==> src/rtl/uart_tx_engine.sv <==
// uart_tx_engine
//   Serialises one byte per handshake as a UART frame:
//   start, 5..8 data bits LSB first, optional parity, 1 or 2 stop bits.
//   Bit time is 16 baud16 ticks. The tick period comes from an integer
//   divisor plus a 6-bit fractional accumulator.
// Ports
//   UARTCLK, nUARTRST      clock, synchronous active-low reset
//   i_en                   transmit enable
//   i_ibrd, i_fbrd         integer divisor, fractional divisor (1/64)
//   i_wlen, i_pen, i_eps,  frame format: word length, parity enable,
//   i_sps, i_stp2          even parity, stick parity, two stop bits
//   i_brk                  hold line low while idle
//   s_valid/s_data/s_ready byte input handshake
//   UARTTXD                registered serial output
//   o_busy, o_done         frame in progress, frame-complete pulse
module uart_tx_engine (
   input  logic        UARTCLK,
   input  logic        nUARTRST,
   input  logic        i_en,
   input  logic [15:0] i_ibrd,
   input  logic [5:0]  i_fbrd,
   input  logic [1:0]  i_wlen,
   input  logic        i_pen,
   input  logic        i_eps,
   input  logic        i_sps,
   input  logic        i_stp2,
   input  logic        i_brk,
   input  logic        s_valid,
   input  logic [7:0]  s_data,
   output logic        s_ready,
   output logic        UARTTXD,
   output logic        o_busy,
   output logic        o_done
);

   typedef enum logic [2:0] {
      S_IDLE, S_START, S_DATA, S_PARITY, S_STOP1, S_STOP2
   } state_t;

   state_t      r_state;
   logic [7:0]  r_data;
   logic [1:0]  r_wlen;
   logic        r_pen, r_eps, r_sps, r_stp2;
   logic [15:0] r_ibrd;
   logic [5:0]  r_fbrd;
   logic [15:0] r_cnt;
   logic [5:0]  r_acc;
   logic [3:0]  r_sub;
   logic [2:0]  r_bit;
   logic        r_txd;
   logic        r_done;

   logic        w_xfer;
   logic        w_tick;
   logic        w_bit_end;
   logic        w_last;
   logic [6:0]  w_accsum;
   logic [15:0] w_reload;
   logic [7:0]  w_ones;
   logic [7:0]  w_dmask;
   logic        w_par;

   assign s_ready   = nUARTRST && (r_state == S_IDLE) && i_en && !i_brk &&
                      (i_ibrd != 16'd0);
   assign w_xfer    = s_valid && s_ready;

   // The divider only runs inside a frame, so it is frozen while idle.
   assign w_tick    = (r_state != S_IDLE) && (r_cnt == 16'd0);
   assign w_bit_end = w_tick && (r_sub == 4'hF);
   assign w_accsum  = {1'b0, r_acc} + {1'b0, r_fbrd};
   // A fractional carry stretches the next tick period by one clock.
   assign w_reload  = r_ibrd - 16'd1 + {15'd0, w_accsum[6]};

   // Last data bit index is 4+wlen, i.e. {1, wlen}.
   assign w_last    = (r_bit == {1'b1, r_wlen});

   // Parity covers only the bits actually transmitted.
   assign w_ones    = 8'hFF;
   assign w_dmask   = r_data & (w_ones >> (2'd3 - r_wlen));
   assign w_par     = r_sps ? ~r_eps : (r_eps ? ^w_dmask : ~^w_dmask);

   always_ff @(posedge UARTCLK) begin
      if (!nUARTRST) begin
         r_state <= S_IDLE;
         r_data  <= '0;
         r_wlen  <= '0;
         r_pen   <= 1'b0;
         r_eps   <= 1'b0;
         r_sps   <= 1'b0;
         r_stp2  <= 1'b0;
         r_ibrd  <= '0;
         r_fbrd  <= '0;
         r_cnt   <= '0;
         r_acc   <= '0;
         r_sub   <= '0;
         r_bit   <= '0;
         r_txd   <= 1'b1;
         r_done  <= 1'b0;
      end else begin
         r_done <= 1'b0;
         if (r_state == S_IDLE) begin
            r_txd <= ~i_brk;
            if (w_xfer) begin
               r_data  <= s_data;
               r_wlen  <= i_wlen;
               r_pen   <= i_pen;
               r_eps   <= i_eps;
               r_sps   <= i_sps;
               r_stp2  <= i_stp2;
               r_ibrd  <= i_ibrd;
               r_fbrd  <= i_fbrd;
               r_cnt   <= i_ibrd - 16'd1;
               r_acc   <= '0;
               r_sub   <= '0;
               r_bit   <= '0;
               r_state <= S_START;
               r_txd   <= 1'b0;
            end
         end else begin
            if (w_tick) begin
               r_acc <= w_accsum[5:0];
               r_cnt <= w_reload;
               r_sub <= r_sub + 4'd1;
            end else begin
               r_cnt <= r_cnt - 16'd1;
            end
            if (w_bit_end) begin
               case (r_state)
                  S_START: begin
                     r_state <= S_DATA;
                     r_txd   <= r_data[0];
                  end
                  S_DATA: begin
                     if (w_last) begin
                        r_state <= r_pen ? S_PARITY : S_STOP1;
                        r_txd   <= r_pen ? w_par : 1'b1;
                     end else begin
                        r_bit <= r_bit + 3'd1;
                        r_txd <= r_data[r_bit + 3'd1];
                     end
                  end
                  S_PARITY: begin
                     r_state <= S_STOP1;
                     r_txd   <= 1'b1;
                  end
                  S_STOP1: begin
                     if (r_stp2) begin
                        r_state <= S_STOP2;
                        r_txd   <= 1'b1;
                     end else begin
                        r_state <= S_IDLE;
                        r_txd   <= ~i_brk;
                        r_done  <= 1'b1;
                     end
                  end
                  S_STOP2: begin
                     r_state <= S_IDLE;
                     r_txd   <= ~i_brk;
                     r_done  <= 1'b1;
                  end
                  default: r_state <= S_IDLE;
               endcase
            end
         end
      end
   end

   assign UARTTXD = r_txd;
   assign o_done  = r_done;
   assign o_busy  = (r_state != S_IDLE);

endmodule

==> config.mk <==
export PLATFORM = sky130hd
export DESIGN_NAME = uart_tx_engine
export DESIGN_NICKNAME = d
export VERILOG_FILES = /design/src/rtl/uart_tx_engine.sv
export SDC_FILE = /design/constraint.sdc
export NUM_CORES = 1
export LEC_CHECK = 0
export CAP_MARGIN = 20
export CORE_ASPECT_RATIO = 1.4
export CORE_UTILIZATION = 45
export CTS_CLUSTER_DIAMETER = 200
export DETAILED_ROUTE_END_ITERATION = 6
export PLACE_DENSITY = 0.79
export RECOVER_POWER = 25
export SLEW_MARGIN = 20
export SYNTH_ARGS = -nofsm -noshare
export SYNTH_HDL_FRONTEND = slang
export SYNTH_SLANG_ARGS = --single-unit
export TNS_END_PERCENT = 100
==> constraint.sdc <==
create_clock -name UARTCLK -period 2.4 [get_ports UARTCLK]
set_input_delay 0.48 -clock UARTCLK [delete_from_list [all_inputs] [get_ports UARTCLK]]
set_output_delay 0.48 -clock UARTCLK [all_outputs]
set_load 0.02 [all_outputs]
## Yosys cells after proc, flatten, opt, wreduce, memory -nomap -nowiden

Index checks and enable logic that the tools add are counted.

- $add $sub $neg: 8
- Magnitude comparators: 1
- Eq/ne operators: 10
- Shift-type cells: 1
- Multiplexer cells: 34
- Bitwise logic cells: 5
- Reductions and logical operators: 24

Operator list:

| kind | count |
|---|---|
| 2-to-1 mux 16 bit | 3 |
| subtractor 16 x 1 -> 16 bit (second input constant) | 3 |
| 2-to-1 mux 3 bit | 11 |
| 2-to-1 mux 6 bit | 3 |
| adder 16 x 1 -> 16 bit | 1 |
| logical NOT 16 bit | 1 |
| nonzero test 16 bit | 1 |
| 2-to-1 mux 4 bit | 3 |
| case mux 3 bit (4 select lines) | 1 |
| 2-to-1 mux 1 bit | 10 |
| bitwise AND 8 bit | 1 |
| XNOR reduction 8 bit | 1 |
| XOR reduction 8 bit | 1 |
| right shift 8 x 2 -> 8 bit (first input constant) | 1 |
| adder 6 x 6 -> 7 bit | 1 |
| logical AND 1 bit | 7 |
| == test 3 x 2 -> 1 bit (second input constant) | 2 |
| == test 3 bit (second input constant) | 2 |
| AND reduction 2 bit | 3 |
| nonzero test 2 bit | 3 |
| nonzero test 6 bit | 1 |
| case mux 1 bit (5 select lines) | 1 |
| adder 4 x 1 -> 4 bit (second input constant) | 1 |
| == test 4 bit (second input constant) | 1 |
| 17 further kinds | 20 |

- Register bits after elaboration: 70
- Logic and storage cells: 98

## Logic depth before layout (Yosys ltp)

- Depth after elaboration: 11
- Depth in mapped cells: 13

## Worst setup path after synthesis

No wires, ideal clock.

- Path kind: register to register
- Start point: reg r_fbrd[0]
- End point: reg r_cnt[12]
- Library setup time: 0.115 ns
- Arrival time: 2.581 ns
- Slack: -0.295 ns
- Cell stages (with the launch flop): 14
- Period minus slack after synthesis: 2.695 ns
- Cells stage by stage: dfxtp_1 -> ha_1 -> fa_1 -> a21oi_1 -> o21bai_1 -> a21o_1 -> a21oi_1 -> ha_1 -> ha_1 -> nand2_1 -> nor4_1 -> xnor2_1 -> a211oi_1 -> o21a_1

- Cells in the longest elaborated chain, start to end: 4

RTL lines:

| item | line | text |
|---|---|---|
| from (decl) | 45 | `logic [5:0] r_fbrd;` |
| from (signal assigned) | 111 | `r_fbrd <= i_fbrd;` |
| adder 6 x 6 -> 7 bit | 70 | `assign w_accsum = {1'b0, r_acc} + {1'b0, r_fbrd};` |
| adder 16 x 1 -> 16 bit | 72 | `assign w_reload = r_ibrd - 16'd1 + {15'd0, w_accsum[6]};` |
| 2-to-1 mux 16 bit | 120 | `if (w_tick) begin` |
| 2-to-1 mux 16 bit | 101 | `if (r_state == S_IDLE) begin` |
| to (signal assigned) | 112 | `r_cnt <= i_ibrd - 16'd1;` |
| to (signal assigned) | 122 | `r_cnt <= w_reload;` |
| to (signal assigned) | 125 | `r_cnt <= r_cnt - 16'd1;` |
| to (decl) | 46 | `logic [15:0] r_cnt;` |

No other way between the ends.
A chain may end at the register's enable or synchronous reset.

## Final worst setup path

Same ends and word-level chain as after synthesis.

==> results.json <==
{
  "cp_max_fo": 5,
  "min_to": "r_ibrd[0]",
  "arrival_ns": 2.96,
  "cts_root_buf": "clkbuf_16",
  "syn_inst": 549,
  "crit_required_ns": 2.63,
  "switchingPower_mw": 0.933,
  "cts_made_buffers": 9,
  "clock_sinks": 70,
  "synth-main-ff-cell": "dfxtp_1",
  "coreArea_sq_um": 9080,
  "p_per_area_nw_per_um2": 561,
  "cts_max_level": 3,
  "grt_first_pass_wirelength_mm": 20.4,
  "initial_core_util_pct": 46.8,
  "p_seq_share_pct": 36.2,
  "synth_compound_area_share_pct": 20.1,
  "drt-initial-drc-count": 340,
  "synthSimpleGateAreaFrac_pct": 26.6,
  "ys_seq_area_share_pct": 33.0,
  "clk_latency_ns": 0.34,
  "synth-adder-area-share_pct": 4.01,
  "crit_path_end_kind": "flip-flop",
  "antenna_found_initial": 0,
  "drv_cap": 0,
  "drc_errors": 6,
  "dp.cells": 740,
  "peakVddDrop_v": 0.000384,
  "hpwl_mm": 8.77,
  "grt_max_degree": 62,
  "clockPowerShare_pct": 42.8,
  "period_needed_ns": 2.73,
  "ff2ff_path_depth": 13,
  "vias": 4694,
  "setup_violations": 45,
  "clkTransAtPathRegs_ns": 0.06,
  "muxShareOfSynthArea_pct": 1.56,
  "die-area_sq_um": 9830,
  "intPower_mw": 2.49,
  "grt_util_met1_pct": 28.3,
  "power_frac_comb_pct": 21.0,
  "clock.fmax_mhz": 366,
  "p_sw_share_pct": 27.3,
  "vias_per_cell": 6.10,
  "cpMostUsedCell": "ha_4",
  "path_cells": "ha_4, fa_2, a21oi_2, o21bai_1, a21o_1, a21oi_2, ha_4, ha_4, nand2_8, nor4_4, xnor2_2, a211oi_2, o21a_1",
  "r2r-start": "r_fbrd[0]",
  "port_buffers": 44,
  "cts_buffer_depth": 2,
  "setup_ws_ns": -0.329,
  "cts_hold_buf": 0,
  "die_w_microns": 84.1,
  "crit_type": "flip-flop to flip-flop",
  "yosysTopAreaCellShare_pct": 33.0,
  "finalMaxSlewViolations": 0,
  "totalWireLength_mm": 13.8,
  "final_hold_viol_count": 0,
  "hold_path_class": "flip-flop to flip-flop",
  "cp_top_family": "compound AO/OA/AOI/OAI gates",
  "ys_top_cells_by_area": "dfxtp_1, nand2_1, a21oi_1",
  "synth_top_family_by_area": "simple AND/OR/NAND/NOR gates",
  "cts_tree": "done",
  "path_buf_inv": 0,
  "antenna_cells": 0,
  "reg2reg_to": "r_cnt[12]",
  "critPathMaxStageDelay_ns": 0.34,
  "first_global_vias": 4414,
  "status": "complete, but fails checks",
  "synth-async-reset-ratio_pct": 0,
  "synth_seq_cells": 70,
  "worst_pin_slew_ns": 0.467,
  "syn_area_per_cell_sq_um": 7.73,
  "grt.total_usage_pct": 26.3,
  "timing.hold.ws_ns": 0.459,
  "gr-total-overflow": 0,
  "busiest_layer": "met2",
  "cp_slowest_cell": "dfxtp_2",
  "synthesis.nets": 603,
  "cp-start-kind": "flip-flop",
  "tns_ns": -3.69,
  "ant_nets": 0,
  "drive_gt1_share_pct": 24.6,
  "synth_xor_area_share_pct": 9.93,
  "synthesis.area_sq_um": 4250,
  "instances_no_fill": 770,
  "use_met2_pct": 48.1,
  "power_leakage_nw": 2.41,
  "ys_warn_count": 0,
  "slew_headroom_pct": 68.5,
  "hold_start": "r_ibrd[0]",
  "rows": 41,
  "reg2reg_slack_ns": -0.33,
  "power_mw": 3.42,
  "hold_depth": 2,
  "num-fill-cells": 675,
  "final_nets": 712,
  "violations": "DRC, setup timing",
  "dieHeight_microns": 117,
  "dr.pass1.iters": 7,
  "final.period_utilization_pct": 114,
  "ios": 45,
  "fin_skew_ns": 0.00754,
  "rsz0062_at_grt": "yes",
  "ys_types": 64,
  "routedWlPerCell_microns": 18.0,
  "place_congestion": 0.979,
  "synth_edf_count": 0,
  "synthToLayoutAreaGrowth_pct": 43.6,
  "yosysTopAreaCell": "dfxtp_1",
  "use_met3_pct": 4.00
}
layout by cell type (no fill, tap or decap), types with 8 or more instances in the layout:
cell type        count
buf_4               71
o21ai_0             10
dfxtp_1             66
xnor2_1             21
nand3_1             17
clkbuf_16           10
nor4_1              11
clkdlybuf4s50_1     32
ha_1                 8
xor2_1              17
a21oi_1             65
nor2_1              21
inv_1               12
o211ai_1            12
nor3_1              16
nand2_1            100
state kept, by name, indices dropped and copies added, names as in the netlist, 2 cells and up:
| signal | flops |
|---|---|
| r_acc | 6 |
| r_bit | 3 |
| r_cnt | 16 |
| r_data | 8 |
| r_fbrd | 6 |
| r_ibrd | 16 |
| r_state | 3 |
| r_sub | 4 |
| r_wlen | 2 |
worst register-to-register path, stage by stage (launching register included):
cell,delay [ns]
dfxtp_2,0.34
ha_4,0.16
fa_2,0.35
a21oi_2,0.15
o21bai_1,0.12
a21o_1,0.20
a21oi_2,0.18
ha_4,0.19
ha_4,0.17
nand2_8,0.08
nor4_4,0.26
xnor2_2,0.17
a211oi_2,0.09
o21a_1,0.17
layer usage:
| layer | part of all wire (%) | up-vias |
|---|---|---|
| li1 | - | 2180 |
| met1 | 37 | 2212 |
| met2 | 51 | 234 |
| met3 | 5.7 | 68 |
| met4 | 5.9 | 0 |
| met5 | 0 | - |
cell usage after synthesis, drive strengths merged, types with 12 or more instances:
cell type and instances:
dfxtp 70, nor4 16, o211ai 12, nor2 24, a21oi 71, clkbuf 20
nor3 20, nand2 103, buf 13, ha 12, o21ai 18, nand3 20
xor2 18, xnor2 25, inv 14
worst max path at each step:
stage	startpoint	endpoint	slack [ns]	depth (start not counted)
after floorplan	r_acc[0]	r_cnt[12]	-0.12	13
after global placement	i_ibrd[9]	s_ready	-0.61	6
after detailed placement	i_ibrd[0]	s_ready	-0.64	7
after CTS	r_fbrd[0]	r_cnt[8]	-0.22	13
after global routing	r_acc[0]	r_cnt[15]	-0.45	13
final	r_fbrd[0]	r_cnt[12]	-0.33	13
final cells by class:
cell class	count	area (sq um)	share of cell area (%)
well taps	107	134	2.20
flip-flops and latches	70	1410	23.1
inverters	14	52.6	0.862
clock inverters	5	82.6	1.35
repair buffers	130	1210	19.8
clock buffers	11	243	3.98
multi-input cells	433	2970	48.7
per-stage QoR:
step                setup WS, ns  utilization (%)  instance area (sq um)
global placement          -0.605             59.4                   5400
finish                    -0.329             67.1                   6090
CTS                       -0.222             64.1                   5820
global route              -0.445             67.1                   6090
detailed placement        -0.643             59.4                   5400
floorplan                 -0.115                -                   4330
repair_timing:
| item | in CTS | in global routing |
|---|---|---|
| setup endpoints to repair | 61 | 52 |
| pin swaps | 24 | 29 |
| gates cloned | 0 | 2 |
| setup buffers | 1 | 13 |
| resized for setup | 25 | 43 |
logic make-up after synthesis:
logic type,Yosys count
adder cells (fa/ha/maj),13
multiplexers,4
buffers and inverters,47
AND/OR/NAND/NOR,230
flip-flops,70
AO/OA/AOI/OAI,140
XOR/XNOR,45
power by group through the flow:
stage	logic (mW)	registers (mW)	clock network, mW
2_1_floorplan	0.374	1.25	0
3_3_place_gp	0.604	1.25	0
3_5_place_dp	0.617	1.26	0
4_1_cts	0.645	1.23	1.47
5_1_grt	0.771	1.24	1.51
6_report	0.718	1.24	1.46
No activity file was read; power rests on OpenSTA's default activity.
